==> src/rtl/branch_redirect_ctrl_if.sv <==
// Signal bundle between the EX-stage redirect controller and its neighbours
// (EX operands/decode, branch comparator, fetch redirect handshake, statistics).
interface branch_redirect_ctrl_if #(
  parameter int XLEN  = 32,
  parameter int CNT_W = 16
);
  logic             ex_valid;
  logic             ex_is_branch;
  logic             ex_is_jal;
  logic             ex_is_jalr;
  logic [XLEN-1:0]  ex_pc;
  logic [XLEN-1:0]  ex_imm;
  logic [XLEN-1:0]  ex_rs1;
  logic             branch_taken;
  logic             ex_pred_taken;
  logic             fetch_ready;

  logic             redirect_valid;
  logic [XLEN-1:0]  redirect_pc;
  logic             flush_if;
  logic             flush_id;
  logic             ex_stall;
  logic [CNT_W-1:0] branch_cnt;
  logic [CNT_W-1:0] mispredict_cnt;

  // Pipeline/fetch side: drives EX state and the fetch handshake.
  modport master (
    output ex_valid, ex_is_branch, ex_is_jal, ex_is_jalr,
    output ex_pc, ex_imm, ex_rs1, branch_taken, ex_pred_taken, fetch_ready,
    input  redirect_valid, redirect_pc, flush_if, flush_id, ex_stall,
    input  branch_cnt, mispredict_cnt
  );

  // Controller side.
  modport slave (
    input  ex_valid, ex_is_branch, ex_is_jal, ex_is_jalr,
    input  ex_pc, ex_imm, ex_rs1, branch_taken, ex_pred_taken, fetch_ready,
    output redirect_valid, redirect_pc, flush_if, flush_id, ex_stall,
    output branch_cnt, mispredict_cnt
  );
endinterface

==> src/rtl/branch_redirect_ctrl.sv <==
// EX-stage control-flow resolution: detects mispredicted branches/jumps, issues a
// held redirect to fetch with flush/stall, and keeps saturating statistics.
module branch_redirect_ctrl #(
  parameter int XLEN  = 32,
  parameter int CNT_W = 16
) (
  input  logic                   clk,
  input  logic                   rst,
  branch_redirect_ctrl_if.slave  bus
);

  typedef enum logic {
    S_IDLE     = 1'b0,
    S_REDIRECT = 1'b1
  } state_t;

  state_t           state_q, state_d;
  logic [XLEN-1:0]  redirect_pc_q, redirect_pc_d;
  logic [CNT_W-1:0] branch_cnt_q, branch_cnt_d;
  logic [CNT_W-1:0] mispredict_cnt_q, mispredict_cnt_d;

  logic             cls_jal, cls_jalr, cls_br;
  logic             resolved;
  logic             actual_taken;
  logic             need_redirect;
  logic [XLEN-1:0]  pc_plus_imm;
  logic [XLEN-1:0]  rs1_plus_imm;
  logic [XLEN-1:0]  target;
  logic [XLEN-1:0]  fallthrough;
  logic [XLEN-1:0]  correct_pc;

  function automatic logic [CNT_W-1:0] sat_inc(input logic [CNT_W-1:0] v);
    logic [CNT_W-1:0] one;
    one = {{(CNT_W-1){1'b0}}, 1'b1};
    return (&v) ? v : v + one;
  endfunction

  // Resolution datapath: class decode with JAL > JALR > branch priority.
  always_comb begin
    cls_jal      = bus.ex_is_jal;
    cls_jalr     = !bus.ex_is_jal && bus.ex_is_jalr;
    cls_br       = !bus.ex_is_jal && !bus.ex_is_jalr && bus.ex_is_branch;
    resolved     = (state_q == S_IDLE) && bus.ex_valid && (cls_jal || cls_jalr || cls_br);

    pc_plus_imm  = bus.ex_pc + bus.ex_imm;
    rs1_plus_imm = bus.ex_rs1 + bus.ex_imm;
    fallthrough  = bus.ex_pc + XLEN'(4);
    target       = cls_jalr ? {rs1_plus_imm[XLEN-1:1], 1'b0} : pc_plus_imm;

    actual_taken = cls_jal || cls_jalr || (cls_br && bus.branch_taken);
    // JALR targets are never predicted, so it always redirects.
    need_redirect = cls_jalr || (actual_taken != bus.ex_pred_taken);
    correct_pc    = actual_taken ? target : fallthrough;
  end

  always_comb begin
    state_d          = state_q;
    redirect_pc_d    = redirect_pc_q;
    branch_cnt_d     = branch_cnt_q;
    mispredict_cnt_d = mispredict_cnt_q;

    unique case (state_q)
      S_IDLE: begin
        if (resolved) begin
          branch_cnt_d = sat_inc(branch_cnt_q);
          if (need_redirect) begin
            redirect_pc_d    = correct_pc;
            mispredict_cnt_d = sat_inc(mispredict_cnt_q);
            state_d          = S_REDIRECT;
          end
        end
      end
      S_REDIRECT: begin
        if (bus.fetch_ready) begin
          state_d = S_IDLE;
        end
      end
      default: state_d = S_IDLE;
    endcase
  end

  always_ff @(posedge clk or posedge rst) begin
    if (rst) begin
      state_q          <= S_IDLE;
      redirect_pc_q    <= '0;
      branch_cnt_q     <= '0;
      mispredict_cnt_q <= '0;
    end else begin
      state_q          <= state_d;
      redirect_pc_q    <= redirect_pc_d;
      branch_cnt_q     <= branch_cnt_d;
      mispredict_cnt_q <= mispredict_cnt_d;
    end
  end

  // Handshake outputs are pure state decodes, so they drop as soon as rst asserts.
  always_comb begin
    bus.redirect_valid = (state_q == S_REDIRECT);
    bus.flush_if       = (state_q == S_REDIRECT);
    bus.flush_id       = (state_q == S_REDIRECT);
    bus.ex_stall       = (state_q == S_REDIRECT);
    bus.redirect_pc    = redirect_pc_q;
    bus.branch_cnt     = branch_cnt_q;
    bus.mispredict_cnt = mispredict_cnt_q;
  end

endmodule

==> src/flat_wrapper.sv <==
// flat-port wrapper written by rule: the top's interface ports become plain ports
module branch_redirect_ctrl_flat 
#(
  parameter int XLEN  = 32,
  parameter int CNT_W = 16
)
  (clk, rst, bus_ex_valid, bus_ex_is_branch, bus_ex_is_jal, bus_ex_is_jalr, bus_ex_pc, bus_ex_imm, bus_ex_rs1, bus_branch_taken, bus_ex_pred_taken, bus_fetch_ready, bus_redirect_valid, bus_redirect_pc, bus_flush_if, bus_flush_id, bus_ex_stall, bus_branch_cnt, bus_mispredict_cnt);
  branch_redirect_ctrl_if #(.XLEN(XLEN), .CNT_W(CNT_W)) bus_i ();
  input  logic clk;
  input  logic rst;
  input wire logic [$bits(bus_i.ex_valid)-1:0] bus_ex_valid;
  input wire logic [$bits(bus_i.ex_is_branch)-1:0] bus_ex_is_branch;
  input wire logic [$bits(bus_i.ex_is_jal)-1:0] bus_ex_is_jal;
  input wire logic [$bits(bus_i.ex_is_jalr)-1:0] bus_ex_is_jalr;
  input wire logic [$bits(bus_i.ex_pc)-1:0] bus_ex_pc;
  input wire logic [$bits(bus_i.ex_imm)-1:0] bus_ex_imm;
  input wire logic [$bits(bus_i.ex_rs1)-1:0] bus_ex_rs1;
  input wire logic [$bits(bus_i.branch_taken)-1:0] bus_branch_taken;
  input wire logic [$bits(bus_i.ex_pred_taken)-1:0] bus_ex_pred_taken;
  input wire logic [$bits(bus_i.fetch_ready)-1:0] bus_fetch_ready;
  output wire logic [$bits(bus_i.redirect_valid)-1:0] bus_redirect_valid;
  output wire logic [$bits(bus_i.redirect_pc)-1:0] bus_redirect_pc;
  output wire logic [$bits(bus_i.flush_if)-1:0] bus_flush_if;
  output wire logic [$bits(bus_i.flush_id)-1:0] bus_flush_id;
  output wire logic [$bits(bus_i.ex_stall)-1:0] bus_ex_stall;
  output wire logic [$bits(bus_i.branch_cnt)-1:0] bus_branch_cnt;
  output wire logic [$bits(bus_i.mispredict_cnt)-1:0] bus_mispredict_cnt;
  assign bus_i.ex_valid = bus_ex_valid;
  assign bus_i.ex_is_branch = bus_ex_is_branch;
  assign bus_i.ex_is_jal = bus_ex_is_jal;
  assign bus_i.ex_is_jalr = bus_ex_is_jalr;
  assign bus_i.ex_pc = bus_ex_pc;
  assign bus_i.ex_imm = bus_ex_imm;
  assign bus_i.ex_rs1 = bus_ex_rs1;
  assign bus_i.branch_taken = bus_branch_taken;
  assign bus_i.ex_pred_taken = bus_ex_pred_taken;
  assign bus_i.fetch_ready = bus_fetch_ready;
  assign bus_redirect_valid = bus_i.redirect_valid;
  assign bus_redirect_pc = bus_i.redirect_pc;
  assign bus_flush_if = bus_i.flush_if;
  assign bus_flush_id = bus_i.flush_id;
  assign bus_ex_stall = bus_i.ex_stall;
  assign bus_branch_cnt = bus_i.branch_cnt;
  assign bus_mispredict_cnt = bus_i.mispredict_cnt;
  branch_redirect_ctrl #(.XLEN(XLEN), .CNT_W(CNT_W)) u_core (.clk(clk), .rst(rst), .bus(bus_i));
endmodule
==> config.mk <==
export PLATFORM = sky130hd
export DESIGN_NAME = branch_redirect_ctrl_flat
export DESIGN_NICKNAME = d
export VERILOG_FILES = /design/src/rtl/branch_redirect_ctrl_if.sv /design/src/rtl/branch_redirect_ctrl.sv /design/src/flat_wrapper.sv
export SDC_FILE = /design/constraint.sdc
export NUM_CORES = 1
export LEC_CHECK = 0
export CORE_UTILIZATION = 30
export DETAILED_ROUTE_END_ITERATION = 8
export PLACE_DENSITY = 0.5
export REMOVE_ABC_BUFFERS = 1
export SLEW_MARGIN = 25
export SYNTH_ARGS = -nofsm -noshare
export SYNTH_HDL_FRONTEND = slang
export SYNTH_SLANG_ARGS = --single-unit
==> constraint.sdc <==
create_clock -name clk -period 2.8 [get_ports clk]
set_clock_uncertainty 0.05 [all_clocks]
set_input_delay 0.56 -clock clk [delete_from_list [all_inputs] [get_ports clk]]
set_output_delay 0.56 -clock clk [all_outputs]
set_load 0.03 [all_outputs]
# [Yosys cells after proc, flatten, opt, wreduce, memory -nomap -nowiden]
# Index checks and enable logic that the tools add are counted.
[classes] addsub=5 mux=6 n_eq_ne=1 bitwise_logic=3 reduce_logical=17
[op_table] operator="$add A32 B32 Y32" n=2
[op_table] operator="$mux W32" n=2
[op_table] operator="$add A16 B1 Y16 const B" n=2
[op_table] operator="$add A32 B3 Y32 const B" n=1
[op_table] operator="$reduce_and A16 Y1" n=2
[op_table] operator="$logic_and A1 B1 Y1" n=6
[op_table] operator="$reduce_and A3 Y1" n=2
[op_table] operator="$logic_or A1 B1 Y1" n=4
[op_table] operator="$reduce_and A4 Y1" n=1
[op_table] operator="$mux W1" n=3
[op_table] operator="$not A1 Y1" n=3
[op_table] operator="$logic_not A1 Y1" n=2
[op_table] operator="$pmux W1 S2" n=1
[op_table] operator="$ne A1 B1 Y1" n=1
[word_totals] out_inout_bits=68 in_bits=105 register_bits=65

# [Logic depth before layout (Yosys ltp)]
# Gate-level depths: netlist (run 1).
[depth] word_depth=10 ltp_mapped=11 depth_no_buf=11

# [Least setup slack after synthesis (run 1)]
# No wires, ideal clock.
[synth_timing] path_kind="input -> register" start="input bus_ex_imm[0]" end="register u_core.redirect_pc_q[30], in the netlist u_core.bus.redirect_pc[30]" path_slack_ns=-0.292 setup_time_ns=0.087 path_stages=11 t_required_ns=2.663 t_arrival_ns=2.955 path_cell_list="ha_1 -> fa_1 -> a211oi_2 -> o21ai_2 -> a2111o_1 -> a21oi_2 -> a21oi_2 -> a31oi_4 -> o311ai_2 -> xnor2_1 -> a211oi_2"
[synth_between] elab_chain_len=3
[synth_rtl] element="start, declared" line="flat_wrapper.sv:16" rtl="input wire logic [$bits(bus_i.ex_imm)-1:0] bus_ex_imm;"
[synth_rtl] element="$add A32 B32 Y32 (on tied branches)" line="branch_redirect_ctrl.sv:45, branch_redirect_ctrl.sv:46"
[synth_rtl] element="$mux W32 (*)" line="branch_redirect_ctrl.sv:48" rtl="target = cls_jalr ? {rs1_plus_imm[XLEN-1:1], 1'b0} : pc_plus_imm;"
[synth_rtl] element="$mux W32 (*)" line="branch_redirect_ctrl.sv:53" rtl="correct_pc = actual_taken ? target : fallthrough;"
[synth_rtl] element="end signal, assigned" line="branch_redirect_ctrl.sv:90" rtl="redirect_pc_q <= redirect_pc_d;"
[synth_rtl] element="end, declared" line="branch_redirect_ctrl.sv:18" rtl="logic [XLEN-1:0] redirect_pc_q, redirect_pc_d;"
# Every way passes the cells marked *; elsewhere a longest branch is shown, timed or not.
# A chain may end at the register's enable or synchronous reset.

# [Worst setup path after layout (run 1)]
[layout_timing] start="input bus_ex_imm[0]" end="register u_core.redirect_pc_q[26], in the netlist u_core.bus.redirect_pc[26]"
# The elaborated chain is that of the path after synthesis.

==> run summary, run 1 <==
status: finished, violations left
failing checks: setup timing
Initial Util: 30.7%
Synth top area share: 22.5%
global-route usage over all layers: 22.3%
WL/cell: 16.5 um
Layout Nets: 1493
# DRC: 0
Synth Flop Type: dfrtp_1
drt total wl: 27200 um
pwr/cell area: 467 nW/um^2
Worst Max-Slew Pin Slew: 506 ps
CTS max path bufs: 2
Root Buffer: clkbuf_16
Top-Level Pins: 173
clk_lat worst skew: 340 ps
number of global-route vias before repair: 8017
switching power: 2360 uW
via count: 8202
period utilization: 100%
Post-synth EDFFs: 0
Yosys top cell by area: dfrtp_1
Util after Layout: 52.4%
Finished Layout Cells: 1646
register area share after synthesis: 22.5%
Leak: 0.00537 uW
worst vdd ir: 0.318 mV
CP endpoint kind: flip-flop
FILL cells: 2278
most instantiated library cell after synthesis: nand2_1
die height: 157 um
critical path class: primary input to flip-flop
startpoint types: primary input
H-tree Lvls: 3
Fmax: 356 MHz
PortBufs: 172
RSZ-0062 raised after global routing: true
Clk pin slew, worst setup/hold paths: 60 ps
CP Data Required Time: 3020 ps
highest metal used: met4
worst relative slew slack: 65.9%
Std-Cell Rows: 56
final setup fails: 2
Ys Warns: 0
Clk pwr share: 19.6%
Slew Limit Fails: 0
flip-flop and latch count after synthesis: 65
initial antenna violation count: 0
die width: 157 um
Synth Cell Area: 7240 um^2
TritonCTS buffer count: 9
largest net degree at the start of global routing: 37
vias per inst: 4.98
min Tclk post-route: 2810 ps
Synth area leaders: dfrtp_1 22%, ha_1 11%, xnor2_1 8.5%
CTS tree: done
Reg power frac: 23.9%
Placed Cells: 1617
Critical Path Fanout Max: 4
Core Area: 23500 um^2
max-cap violations: 0
Pwr Total: 5760 uW
M1 WL: 13700 um
sw frac: 41.0%
Synth async-reset ratio: 100%
Layout area overhead: 70.5%
met3 wire len: 1080 um
Fin. Hold Viols: 0
n_diodes: 0
fin worst setup slack: -11.0 ps
Setup WS pre-CTS: -945 ps
min-delay worst type: flip-flop to flip-flop
Worst Hold Slack: 416 ps
first-pass GRT wire length: 42600 um
Clock Sinks: 65
syn_area_per_cell: 8.07 um^2
gpl congestion: 0.864
die area: 24800 um^2
Synth Instances: 897
DR WL met2: 11800 um
Synth top cells by count: 109 x nand2_1, 70 x xnor2_1, 69 x o21ai_0, 65 x a21oi_1, 65 x dfrtp_1
GRT overflow: 0
ratio of cells with drive above 1 in the final layout: 35.3%
Logic pwr share: 56.5%
DR pass1 iterations: 5
Arrival @ worst endpoint: 3040 ps
post-route ant nets: 0
synth unique cells: 79
P_int: 3400 uW
First DRT Iteration DRCs: 531
Detail Placement HPWL: 21700 um
flip-flops by register name, indices dropped and copies added, names as in the netlist:
| signal | count |
|---|---|
| u_core.bus.branch_cnt | 16 |
| u_core.bus.ex_stall | 1 |
| u_core.bus.mispredict_cnt | 16 |
| u_core.bus.redirect_pc | 32 |
cells in the final DEF (no fill, tap or decap), types with 6 or more instances in the layout:
cell type / instances
inv_1: 21
ha_1: 25
dlygate4sd2_1: 16
dfrtp_1: 65
a31oi_1: 7
xnor2_1: 68
o21ai_1: 18
and3_1: 21
xor2_1: 37
or3_1: 6
nand2_1: 107
o211ai_1: 10
o21a_1: 6
nand2b_1: 6
clkbuf_2: 18
a211oi_1: 13
nand4_1: 21
clkbuf_16: 9
a21o_1: 23
nand3_1: 33
a21oi_2: 19
buf_4: 272
buf_2: 10
o21ai_0: 57
ha_4: 35
o31ai_1: 7
nor3_1: 20
clkdlybuf4s50_1: 111
nor2_1: 59
a21oi_1: 46
dlymetal6s2s_1: 9
a211oi_2: 6
critical path, stage by stage:
cell	delay [ps]
buf_8	100
ha_4	160
fa_2	380
a211oi_4	270
o21ai_2	130
a2111o_1	410
a21oi_2	210
a21oi_4	100
a31oi_4	240
buf_4	150
o211ai_1	80
o31ai_1	90
a211o_1	160
metal layers:
layer | GRT usage [%] | up-vias
li1 | - | 4170
met1 | 32.4 | 3802
met2 | 34.1 | 199
met3 | 2.26 | 31
met4 | 7.44 | 0
met5 | 0 | -
timing repair:
| item | CTS | global route |
|---|---|---|
| hold endpoints to repair | 0 | 0 |
| buffers inserted | 11 | 4 |
| hold buffers | 0 | 0 |
| endpoints found under the setup margin | 24 | 21 |
| gates resized for setup | 207 | 93 |
| pin swaps | 84 | 59 |
metrics by stage:
step                cell area, um^2  TNS (ps)
floorplan                      7030    -29420
global placement              11200    -17020
detailed placement            11200    -17850
CTS                           12200     -19.9
global route                  12300      -495
finish                        12300     -18.9
power groups by stage:
stage	sequential (uW)	clock [uW]	combinational, uW
6_report	1380	1130	3250
4_1_cts	1380	1170	3180
3_5_place_dp	1400	0	3010
3_3_place_gp	1400	0	3000
5_1_grt	1420	1200	3510
2_1_floorplan	1830	0	1090
worst paths after layout:
kind                                                         from                                        to  slack [ps]  depth (start not counted)
max                                                 bus_ex_imm[0]    u_core.bus.redirect_pc[26]$_DFFE_PP0P_         -10                         13
max reg2reg                  u_core.bus.branch_cnt[8]$_DFFE_PP0P_     u_core.bus.branch_cnt[14]$_DFFE_PP0P_         510                          9
min in group asynchronous                                     rst  u_core.bus.mispredict_cnt[9]$_DFFE_PP0P_         510                          2
max in group asynchronous                                     rst      u_core.bus.branch_cnt[5]$_DFFE_PP0P_        1620                          3
min reg2reg                u_core.bus.redirect_pc[22]$_DFFE_PP0P_    u_core.bus.redirect_pc[22]$_DFFE_PP0P_         420                          2
min                        u_core.bus.redirect_pc[22]$_DFFE_PP0P_    u_core.bus.redirect_pc[22]$_DFFE_PP0P_         420                          2
layout make-up:
class / instances / area [um^2] / share of cell area, %
clock buffers: 9 / 225 / 1.82
clock inverters: 7 / 71.3 / 0.578
inverters: 22 / 82.6 / 0.669
multi-input cells: 775 / 6220 / 50.4
flip-flops and latches: 65 / 1630 / 13.2
well taps: 319 / 399 / 3.23
repair buffers: 449 / 3720 / 30.1
kinds of logic after synthesis:
logic type               count (synthesis)  synth area share (%)
flip-flops                              65                  22.5
XOR/XNOR                               108                  13.1
adder cells (fa/ha/maj)                 66                  11.6
AND/OR/NAND/NOR                        309                  20.5
multiplexers                             4                 0.570
AO/OA/AOI/OAI                          288                  27.8
buffers and inverters                   57                  4.04
No activity file was read; power rests on OpenSTA's default activity.
==> inputs of run 2 (changes only) <==
--- a/config.mk
+++ b/config.mk
@@ -5,11 +5,10 @@
 export SDC_FILE = /design/constraint.sdc
 export NUM_CORES = 1
 export LEC_CHECK = 0
+export CORE_MARGIN = 1
 export CORE_UTILIZATION = 30
 export DETAILED_ROUTE_END_ITERATION = 8
 export PLACE_DENSITY = 0.5
-export REMOVE_ABC_BUFFERS = 1
-export SLEW_MARGIN = 25
 export SYNTH_ARGS = -nofsm -noshare
 export SYNTH_HDL_FRONTEND = slang
 export SYNTH_SLANG_ARGS = --single-unit
==> run 2 against run 1 <==
The run still ends with setup timing left. Clock power about the same. Routed wire length up 1.5%. Critical path depth up 1. Worst hold slack about the same. Critical path type unchanged.
==> run summary, run 2 (synthesis results as in run 1) <==
Finished Layout Cells: 1648 (+0.12%)
RR Startpoint: u_core.bus.branch_cnt[8]$_DFFE_PP0P_
min-delay worst type: flip-flop to flip-flop
fin worst setup slack: -33.3 ps (-22.3 ps)
max-cap violations: 0 (unchanged)
Worst path max stage delay: 360 ps (-50 ps)
n_diodes: 0 (unchanged)
WP buf/inv: 3 (+1)
largest net degree at the start of global routing: 66 (+78%)
Reg power frac: 23.7% (-0.2 points)
Post-CTS Hold Fix Bufs: 0 (unchanged)
post-route ant nets: 0 (unchanged)
hold endpoint: u_core.bus.redirect_pc[21]$_DFFE_PP0P_
initial antenna violation count: 0 (unchanged)
die width: 157 um (unchanged)
Top-Level Pins: 173 (unchanged)
Placed Cells: 1607 (-0.62%)
GRT overflow: 0 (unchanged)
Arrival @ worst endpoint: 3000 ps (-40 ps)
Worst Max-Slew Pin Slew: 573 ps (+67.6 ps)
Clock Sinks: 65 (unchanged)
CP endpoint kind: flip-flop
Layout Nets: 1495 (+0.13%)
die area: 24800 um^2 (unchanged)
placed cell area: 11200 um^2 (-0.17%)
worst vdd ir: 0.375 mV (+18%)
first-pass GRT wire length: 42400 um (-0.54%)
Logic pwr share: 56.7% (+0.2 points)
Largest register FFs: 32 (unchanged)
status: finished, violations left
Slew Limit Fails: 0 (unchanged)
period utilization: 101% (+0.80 points)
RSZ-0062 raised after global routing: true
syn_nets: 1068
Setup WS pre-CTS: -925 ps (+20.6 ps)
Fmax: 353 MHz (-0.79%)
Critical Path Fanout Max: 5 (+1)
Clk pwr share: 19.6% (about the same)
worst hold path startpoint: u_core.bus.redirect_pc[21]$_DFFE_PP0P_
Core Area: 23500 um^2 (unchanged)
Layout area overhead: 74.9%
Std-Cell Rows: 56 (unchanged)
CTS tree: done
pwr/cell area: 466 nW/um^2 (-0.11%)
Post-Layout Inst Area: 12700 um^2 (+2.6%)
delay-heaviest family, CP: compound AO/OA/AOI/OAI gates
DR pass1 iterations: 5 (unchanged)
area of the multi-input gates: 6410 um^2 (+3.1%)
drt total wl: 27600 um (+1.5%)
slowest CP cell: fa_2
final setup fails: 1 (-1)
Critical Path Source: bus_ex_imm[0]
min Tclk post-route: 2830 ps (+22.3 ps)
Sequential Area: 1630 um^2 (unchanged)
CTS max path bufs: 2 (unchanged)
switching power: 2380 uW (+0.90%)
FILL cells: 2218 (-2.6%)
clk_lat worst skew: 330 ps (about the same)
# DRC: 0 (unchanged)
setup TNS: -33.3 ps (-14.4 ps)
number of global-route vias before repair: 7897 (-1.5%)
worst relative slew slack: 61.6% (-4.3 points)
reg2reg end: u_core.bus.branch_cnt[15]$_DFFE_PP0P_
Fin. Hold Viols: 0 (unchanged)
Leak: 0.00553 uW (+3.1%)
sw frac: 40.4% (-0.62 points)
ratio of cells with drive above 1 in the final layout: 36.6% (+1.3 points)
P_int: 3520 uW (+3.5%)
TritonCTS buffer count: 9 (unchanged)
commonest cells after routing, fill and taps aside: 269 x buf_4, 109 x clkdlybuf4s50_1, 105 x nand2_1
critical path class: primary input to flip-flop
Root Buffer: clkbuf_16
R2R cell count: 9 (unchanged)
First DRT Iteration DRCs: 457 (-14%)
Initial Util: 30.7% (unchanged)
r2r setup slk: 650 ps (+140 ps)
hold path depth: 2 (unchanged)
Detail Placement HPWL: 22100 um (+1.7%)
H-tree Lvls: 3 (unchanged)
via count: 8251 (+0.60%)
PortBufs: 172 (unchanged)
WL/cell: 16.8 um (+1.4%)
Clk pin slew, worst setup/hold paths: 60 ps (about the same)
startpoint types: primary input
die height: 157 um (unchanged)
failing checks: setup timing
worst-path cell chain: buf_8 -> buf_6 -> and2_4 -> fa_2 -> a21oi_4 -> o22ai_2 -> o31ai_2 -> buf_4 -> o2111ai_4 -> a41oi_4 -> o21ai_2 -> xnor2_1 -> nand2_1 -> a32o_1
vias per inst: 5.01 (+0.48%)
CP Data Required Time: 2970 ps (-50 ps)
gpl congestion: 0.932 (+7.9%)
most common cell after layout, fill and taps aside: buf_4
global-route usage over all layers: 22.0% (-0.33 points)
==> run 2: power groups by stage <==
stage | clock network [uW] | logic, uW | registers (uW)
detailed placement | 0 | 3020 | 1410
floorplan | 0 | 1150 | 1820
global placement | 0 | 3010 | 1410
finish | 1160 | 3340 | 1400
global route | 1220 | 3590 | 1430
CTS | 1180 | 3190 | 1400
==> run 2: tightest hold or removal path, cell delays in order, from the launching register on <==
cell and delay [ps]:
dfrtp_1 340, nand2_1 50, nand2_1 50
==> run 2: layout make-up <==
type / instances / share of cell area [%]
Inverter: 22 / 0.652
Clock inverter: 2 / 0.277
Clock buffer: 14 / 2.16
Tap cell: 319 / 3.15
Sequential cell: 65 / 12.8
Multi-Input combinational cell: 775 / 50.7
Timing Repair Buffer: 451 / 30.2
==> run 2: how the worst max path moves through the flow <==
stage,to,slack (ps),depth (start not counted)
after floorplan,u_core.bus.redirect_pc[30]$_DFFE_PP0P_,-120,11
after global placement,u_core.bus.redirect_pc[29]$_DFFE_PP0P_,-880,12
after global routing,u_core.bus.redirect_pc[28]$_DFFE_PP0P_,-150,13
after detailed placement,u_core.bus.redirect_pc[10]$_DFFE_PP0P_,-920,12
after CTS,u_core.bus.redirect_pc[28]$_DFFE_PP0P_,-110,13
final,u_core.bus.redirect_pc[28]$_DFFE_PP0P_,-30,14
==> run 2: what timing repair did <==
| item | CTS | global route |
|---|---|---|
| cloned | 0 | 0 |
| setup endpoints to repair | 24 | 24 |
| gates resized for setup | 159 | 149 |
| pin swaps | 84 | 92 |
| setup buffers | 15 | 10 |
==> run 2: through the flow <==
step                utilization (%)  hold WS, ps  power [uW]
global placement               47.4          400        4420
floorplan                         -          589        2960
CTS                            51.5          425        5770
finish                         53.8          415        5900
global route                   53.8          444        6240
detailed placement             47.4          413        4430
==> run 2: metal layers <==
metal / GRT usage, % / share of wire (%)
met1: 32.3 / 49
met2: 35.0 / 45
met3: 2.12 / 4.7
met4: 3.24 / 0.81
met5: 0 / 0
